<file path="src/rtl/multi_edge_detector.sv">
// multi_edge_detector: N-channel resynchronise -> debounce -> edge detect.
// Each channel is an independent med_lane instance; the top only packs
// the lane outputs and registers the combined interrupt.

module med_lane #(
   parameter int SYNC_STAGES = 2,
   parameter int DEBOUNCE    = 1,
   parameter int CNT_W       = 8
) (
   input  logic             clk,
   input  logic             rst,
   input  logic             din,
   input  logic [1:0]       mode,
   input  logic             clr,
   output logic             eout,
   output logic             pending,
   output logic             pending_nxt,
   output logic [CNT_W-1:0] count,
   output logic             level
);
   localparam int HC_W = (DEBOUNCE < 1) ? 1 : $clog2(DEBOUNCE + 1);
   localparam logic [HC_W-1:0] HC_MAX = HC_W'(DEBOUNCE - 1);
   localparam logic [CNT_W-1:0] CNT_MAX = '1;

   logic            s;
   logic [HC_W-1:0] hc;
   logic            upd;
   logic            hit;

   generate
      if (SYNC_STAGES == 0) begin : g_bypass
         assign s = din;
      end else begin : g_sync
         logic [SYNC_STAGES-1:0] sync;
         // Plain shift chain; s is the oldest stage.
         always_ff @(posedge clk) begin
            if (rst) begin
               sync <= '0;
            end else begin
               sync[0] <= din;
               for (int i = 1; i < SYNC_STAGES; i++) sync[i] <= sync[i-1];
            end
         end
         assign s = sync[SYNC_STAGES-1];
      end
   endgenerate

   // A new level is accepted on the cycle it has been seen DEBOUNCE times in a row.
   assign upd         = (s != level) && (hc == HC_MAX);
   assign hit         = upd & ((mode[0] & s) | (mode[1] & ~s));
   // A coincident clear never swallows a fresh edge.
   assign pending_nxt = hit | (pending & ~clr);

   // Debounce: any return of s to the filtered level restarts the hold.
   always_ff @(posedge clk) begin
      if (rst) begin
         level <= 1'b0;
         hc    <= '0;
      end else if (s == level) begin
         hc    <= '0;
      end else if (hc == HC_MAX) begin
         level <= s;
         hc    <= '0;
      end else begin
         hc    <= hc + HC_W'(1);
      end
   end

   // Edge pulse, sticky flag and saturating counter all move on the same edge.
   always_ff @(posedge clk) begin
      if (rst) begin
         eout    <= 1'b0;
         pending <= 1'b0;
         count   <= '0;
      end else begin
         eout    <= hit;
         pending <= pending_nxt;
         if (clr && hit)            count <= CNT_W'(1);
         else if (clr)              count <= '0;
         else if (hit && count != CNT_MAX) count <= count + CNT_W'(1);
      end
   end
endmodule

module multi_edge_detector #(
   parameter int N_CH        = 4,
   parameter int SYNC_STAGES = 2,
   parameter int DEBOUNCE    = 1,
   parameter int CNT_W       = 8
) (
   input  logic                  clk,
   input  logic                  rst,
   input  logic [N_CH-1:0]       din,
   input  logic [2*N_CH-1:0]     mode,
   input  logic [N_CH-1:0]       clr,
   output logic [N_CH-1:0]       eout,
   output logic [N_CH-1:0]       pending,
   output logic [CNT_W*N_CH-1:0] count,
   output logic [N_CH-1:0]       level,
   output logic                  irq
);
   logic [N_CH-1:0][1:0]       mode_arr;
   logic [N_CH-1:0][CNT_W-1:0] cnt_arr;
   logic [N_CH-1:0]            pend_nxt;

   assign mode_arr = mode;
   assign count    = cnt_arr;

   generate
      for (genvar i = 0; i < N_CH; i++) begin : g_lane
         med_lane #(
            .SYNC_STAGES (SYNC_STAGES),
            .DEBOUNCE    (DEBOUNCE),
            .CNT_W       (CNT_W)
         ) u_lane (
            .clk         (clk),
            .rst         (rst),
            .din         (din[i]),
            .mode        (mode_arr[i]),
            .clr         (clr[i]),
            .eout        (eout[i]),
            .pending     (pending[i]),
            .pending_nxt (pend_nxt[i]),
            .count       (cnt_arr[i]),
            .level       (level[i])
         );
      end
   endgenerate

   // irq follows the pending flags on the same edge they change.
   always_ff @(posedge clk) begin
      if (rst) irq <= 1'b0;
      else     irq <= |pend_nxt;
   end
endmodule
</file>
<file path="config.mk">
export PLATFORM = sky130hd
export DESIGN_NAME = multi_edge_detector
export DESIGN_NICKNAME = d
export VERILOG_FILES = /design/src/rtl/multi_edge_detector.sv
export SDC_FILE = /design/constraint.sdc
export NUM_CORES = 1
export LEC_CHECK = 0
export BUFFER_PORTS_ARGS = -buffer_cell sky130_fd_sc_hd__buf_4
export CAP_MARGIN = 20
export CORE_MARGIN = 2
export CORE_UTILIZATION = 55
export CTS_BUF_LIST = sky130_fd_sc_hd__clkbuf_4 sky130_fd_sc_hd__clkbuf_8
export DETAILED_ROUTE_END_ITERATION = 7
export PLACE_DENSITY = 0.82
export SYNTH_ARGS = -nofsm -noshare
export SYNTH_HDL_FRONTEND = slang
export SYNTH_SLANG_ARGS = --single-unit
</file>
<file path="constraint.sdc">
create_clock -name clk -period 1.8 [get_ports clk]
set_input_delay 0.36 -clock clk [delete_from_list [all_inputs] [get_ports clk]]
set_output_delay 0.36 -clock clk [all_outputs]
set_load 0.1 [all_outputs]
</file>
# Yosys cells after proc, flatten, opt, wreduce, memory -nomap -nowiden
# Cells that the tools add are included.
# word_totals
ram_bits	0
romBits	0
latch_bits	0
ff_bits	57
mem_count	0
# classes
shifts	0
reduce_logical	29
div_mod_pow	0
n_bitwise	40
muxes	12
n_mul	0
order_cmp	0
eq_ne	12
addsub	8
# op_table
operator	n
$add 8x1->8 const B	4
$ne 8x8->1 const B	4
$reduce_or 3->1	8
$and 1x1->1	16
$not 1->1	16
$logic_and 1x1->1	12
$mux 1	12
$reduce_bool 3->1	4
$or 1x1->1	8
$reduce_and 2->1	4
$add 1x1->1 const B	4
$eq 1x1->1	4
$ne 1x1->1	4
$reduce_or 4->1	1

# Longest topological paths before layout
# logic_depth
word_depth	8
mapped_depth	5

# Hierarchy
# A second synthesis with hierarchy kept.
# hier_totals
hier_cells	271
area_unflattened_um2	2472.4
# modules_own_cells
mod	area_each_um2	cells_per_inst	n_inst
med_lane	610.6	67	4
multi_edge_detector	30.0	3	1

# Least setup slack after synthesis
# Ideal clock, no wire load.
# synth_path
path_type	register to register
from	reg g_lane[1].u_lane.count[0]
to	reg g_lane[1].u_lane.count[0]
setup_slack_ps	-421
synth_period_minus_slack_ps	2221
arrival_time_ps	2129
setup_time_ps	91
stages_incl_launch_ff	6
cell_sequence	dfxtp_1 -> ha_1 -> and4_1 -> and4_1 -> o21ai_0 -> a311oi_1
# synth_via
elab_chain_cells	4
# synth_rtl
element	line	rtl
start: declaration	18	output logic [CNT_W-1:0] count,
start signal: assignment	80	else if (hit && count != CNT_MAX) count <= count + CNT_W'(1);
$add 8x1->8	80	
$mux 1	80	
$mux 1	79	else if (clr) count <= '0;
$mux 1	78	if (clr && hit) count <= CNT_W'(1);
# Several ways; a longest one is shown, not always the timed one. The select of a mux whose other input is x is not followed.
# A chain may end at the register's enable or synchronous reset.

# Final worst setup path
# Ends and elaborated chain as after synthesis.

==> results.py <==
metrics = {
    "drt": {
        "drc": 0,
        "avgViaCountPerCell": 5.80,
        "drt_iter0_markers": 185,
        "num_vias": 2220,
        "wl_per_cell_um": 14.2,
        "ant_nets": 0,
        "first_pass_iters": 4,
        "wl_um": 5460,
    },
    "power_and_ir_drop": {
        "power_density_nw_per_um2": 828,
        "leakage_nw": 1.23,
        "peakVddDrop_mv": 0.586,
    },
    "setup_path": {
        "critPathLaunchType": "flip-flop",
        "arrival_ns": 1.94,
        "crit_family": "simple AND/OR/NAND/NOR gates",
        "crit_required_ns": 2.02,
        "slowest_stage": "or3_1",
        "worstPathCellList": "ha_1 > and4_1 > and4_2 > or3_1 > a311oi_2",
        "cp-end-kind": "flip-flop",
        "critPathMaxStageDelay_ns": 0.35,
        "critPathBufInv": 0,
        "criticalPathCategory": "reg -> reg",
        "cp_max_fo": 7,
    },
    "clock_tree": {
        "cts_tree": "yes",
        "cts-root-buf": "clkbuf_8",
        "cts_buffer_depth": 2,
        "cts_sinks": 57,
        "clk_latency_ns": 0.33,
        "htreeDepth": 3,
        "cts_hold_buf": 0,
        "path_clk_slew_ns": 0.06,
        "cts_made_buffers": 9,
    },
    "floorplanning": {
        "fp.dieArea_um2": 5140,
        "fp.dieW_um": 71.7,
        "core-area_um2": 4380,
        "die_h_um": 71.7,
        "io_pins": 63,
        "start_util_pct": 57.4,
        "num_rows": 24,
    },
    "place": {
        "dp_cells": 367,
        "hpwl_um": 3800,
        "place_congestion": 0.857,
        "pre_cts_slack_ns": 0.0298,
        "io_buffers": 62,
    },
    "run": {
        "cap_violations": 0,
    },
    "logic_synthesis": {
        "synth-edff-count": 0,
        "async_reset_ff_share_pct": 0,
        "syn_area_um2": 2520,
        "synthCells": 271,
        "yosysSeqAreaShare_pct": 45.3,
        "ys_warn_count": 0,
        "yosysUniqueCellTypes": 39,
        "synth-main-ff-cell": "dfxtp_1",
        "ys_ff_latch": 57,
        "syn_avg_cell_area_um2": 9.29,
    },
    "sta": {
        "period_minus_slack_ns": 1.72,
        "finalSetupViolations": 0,
        "finalHoldViolations": 0,
        "fin_ws_ns": 0.0810,
        "setup-tns-final_ns": 0,
        "tightest_slew_ns": 0.525,
        "final.period_utilization_pct": 95.5,
        "relSlewSlack_pct": 64.8,
        "timing.fmax_mhz": 582,
        "hold-worst-slack_ns": 0.250,
        "drv_slew": 0,
        "fin_skew_ns": 0.00736,
    },
    "min_path": {
        "hp-class": "in -> reg",
    },
    "finish": {
        "drive_gt1_share_pct": 36.9,
        "area_growth_pct": 26.9,
        "final_common_cell": "buf_4",
        "nFillCells": 334,
        "mostFrequentLayoutCells": "63 x buf_4, 27 x dfxtp_1, 26 x dfxtp_2, 24 x nor2_1, 16 x a21oi_1",
        "diodes": 0,
        "nNetsFinal": 348,
        "stdcell_count": 383,
    },
    "global_routing": {
        "grt_pass1_vias": 1924,
        "gr-usage-met3_pct": 5.34,
        "grt-ovfl-total": 0,
        "grt_util_met1_pct": 30.7,
        "grt_pass1_wl_um": 8980,
        "antenna_found_initial": 0,
        "grt.total_usage_pct": 22.1,
        "use_met2_pct": 32.4,
        "grt_most_used_layer": "met2",
        "grt_max_degree": 27,
    },
    "outcome": {
        "status": "completed",
    },
}
## state kept, by name (all words and copies together) (netlist names)
signal	cells
irq	1
g_lane.u_lane.eout	4
g_lane.u_lane.g_sync.sync	8
g_lane.u_lane.pending	4
g_lane.u_lane.level	4
g_lane.u_lane.count	32
g_lane.u_lane.hc	4
## synthesized netlist by cell type (all sizes together) (9+ instances only)
library cell  instances  area, um2
a21oi                16       80.1
buf                  15        104
dfxtp                57       1140
inv                   9       33.8
nand2                10       37.5
nand3                11       55.1
nand3b                9       67.6
nor2                 24       90.1
o21ai                10       50.1
o311ai               13        114
o31ai                 9       67.6
o41ai                13        114
## report_power, final
part | switching, mW | total (mW) | internal [mW]
logic | 0.148 | 0.216 | 0.0680
clock network | 0.471 | 1.13 | 0.661
registers | 0.0174 | 1.30 | 1.28
## worst register-to-register path, delay by kind of cell (launching register included)
family,cells,cell delay (ns)
and+or+nand+nor,3,0.84
adders and majority gates,1,0.24
AOI/OAI and AO/OA,1,0.22
DFF,1,0.34
## per-stage QoR
step | cell area (um2) | total power, mW | utilization, %
2_1_floorplan | 2580 | 1.48 | -
3_3_place_gp | 2990 | 1.54 | 68.1
3_5_place_dp | 2990 | 1.54 | 68.1
4_1_cts | 3180 | 2.67 | 72.6
5_1_grt | 3200 | 2.75 | 72.9
6_report | 3200 | 2.65 | 72.9
## timing repair
item,in CTS,in global routing
endpoints found under the setup margin,0,2
buffers inserted,0,0
endpoints found under the hold margin,0,0
gates resized for setup,0,4
## path summary, 6_finish.rpt
check / start / endpoint / slack (ns) / cells past startpoint
worst max register to register: g_lane[1].u_lane.count[0]$_SDFFE_PP0P_ / g_lane[1].u_lane.count[0]$_SDFFE_PP0P_ / 0.08 / 5
worst min-delay path: din[2] / g_lane[2].u_lane.g_sync.sync[0]$_SDFF_PP0_ / 0.25 / 2
worst min register to register: g_lane[3].u_lane.g_sync.sync[0]$_SDFF_PP0_ / g_lane[3].u_lane.g_sync.sync[1]$_SDFF_PP0_ / 0.44 / 1
worst max-delay path: g_lane[1].u_lane.count[0]$_SDFFE_PP0P_ / g_lane[1].u_lane.count[0]$_SDFFE_PP0P_ / 0.08 / 5
## area by class of cell
type / instances / area (um2) / area share [%]
Clock inverter: 2 / 10.0 / 0.313
Timing Repair Buffer: 63 / 473 / 14.8
Sequential cell: 57 / 1190 / 37.2
Clock buffer: 14 / 186 / 5.83
Multi-Input combinational cell: 186 / 1240 / 38.8
Tap cell: 52 / 65.1 / 2.04
Inverter: 9 / 33.8 / 1.06
## metal layers
| layer | share of wire (%) | up-vias |
|---|---|---|
| li1 | - | 1138 |
| met1 | 48 | 1009 |
| met2 | 45 | 67 |
| met3 | 5.8 | 6 |
| met4 | 1.5 | 0 |
| met5 | 0 | - |
## logic make-up (layout without fill, tap and decap cells)
kind of cell             after synthesis  after routing  synth area share, %
adder cells (fa/ha/maj)                4              4                 1.99
flip-flops                            57             57                 45.3
multiplexers                           5              5                 1.99
AO/OA/AOI/OAI                         81             81                 23.4
buffers and inverters                 31             88                 6.51
AND/OR/NAND/NOR                       92             92                 20.7
other                                  1              4                0.149
Power figures use the tool's default switching activity.
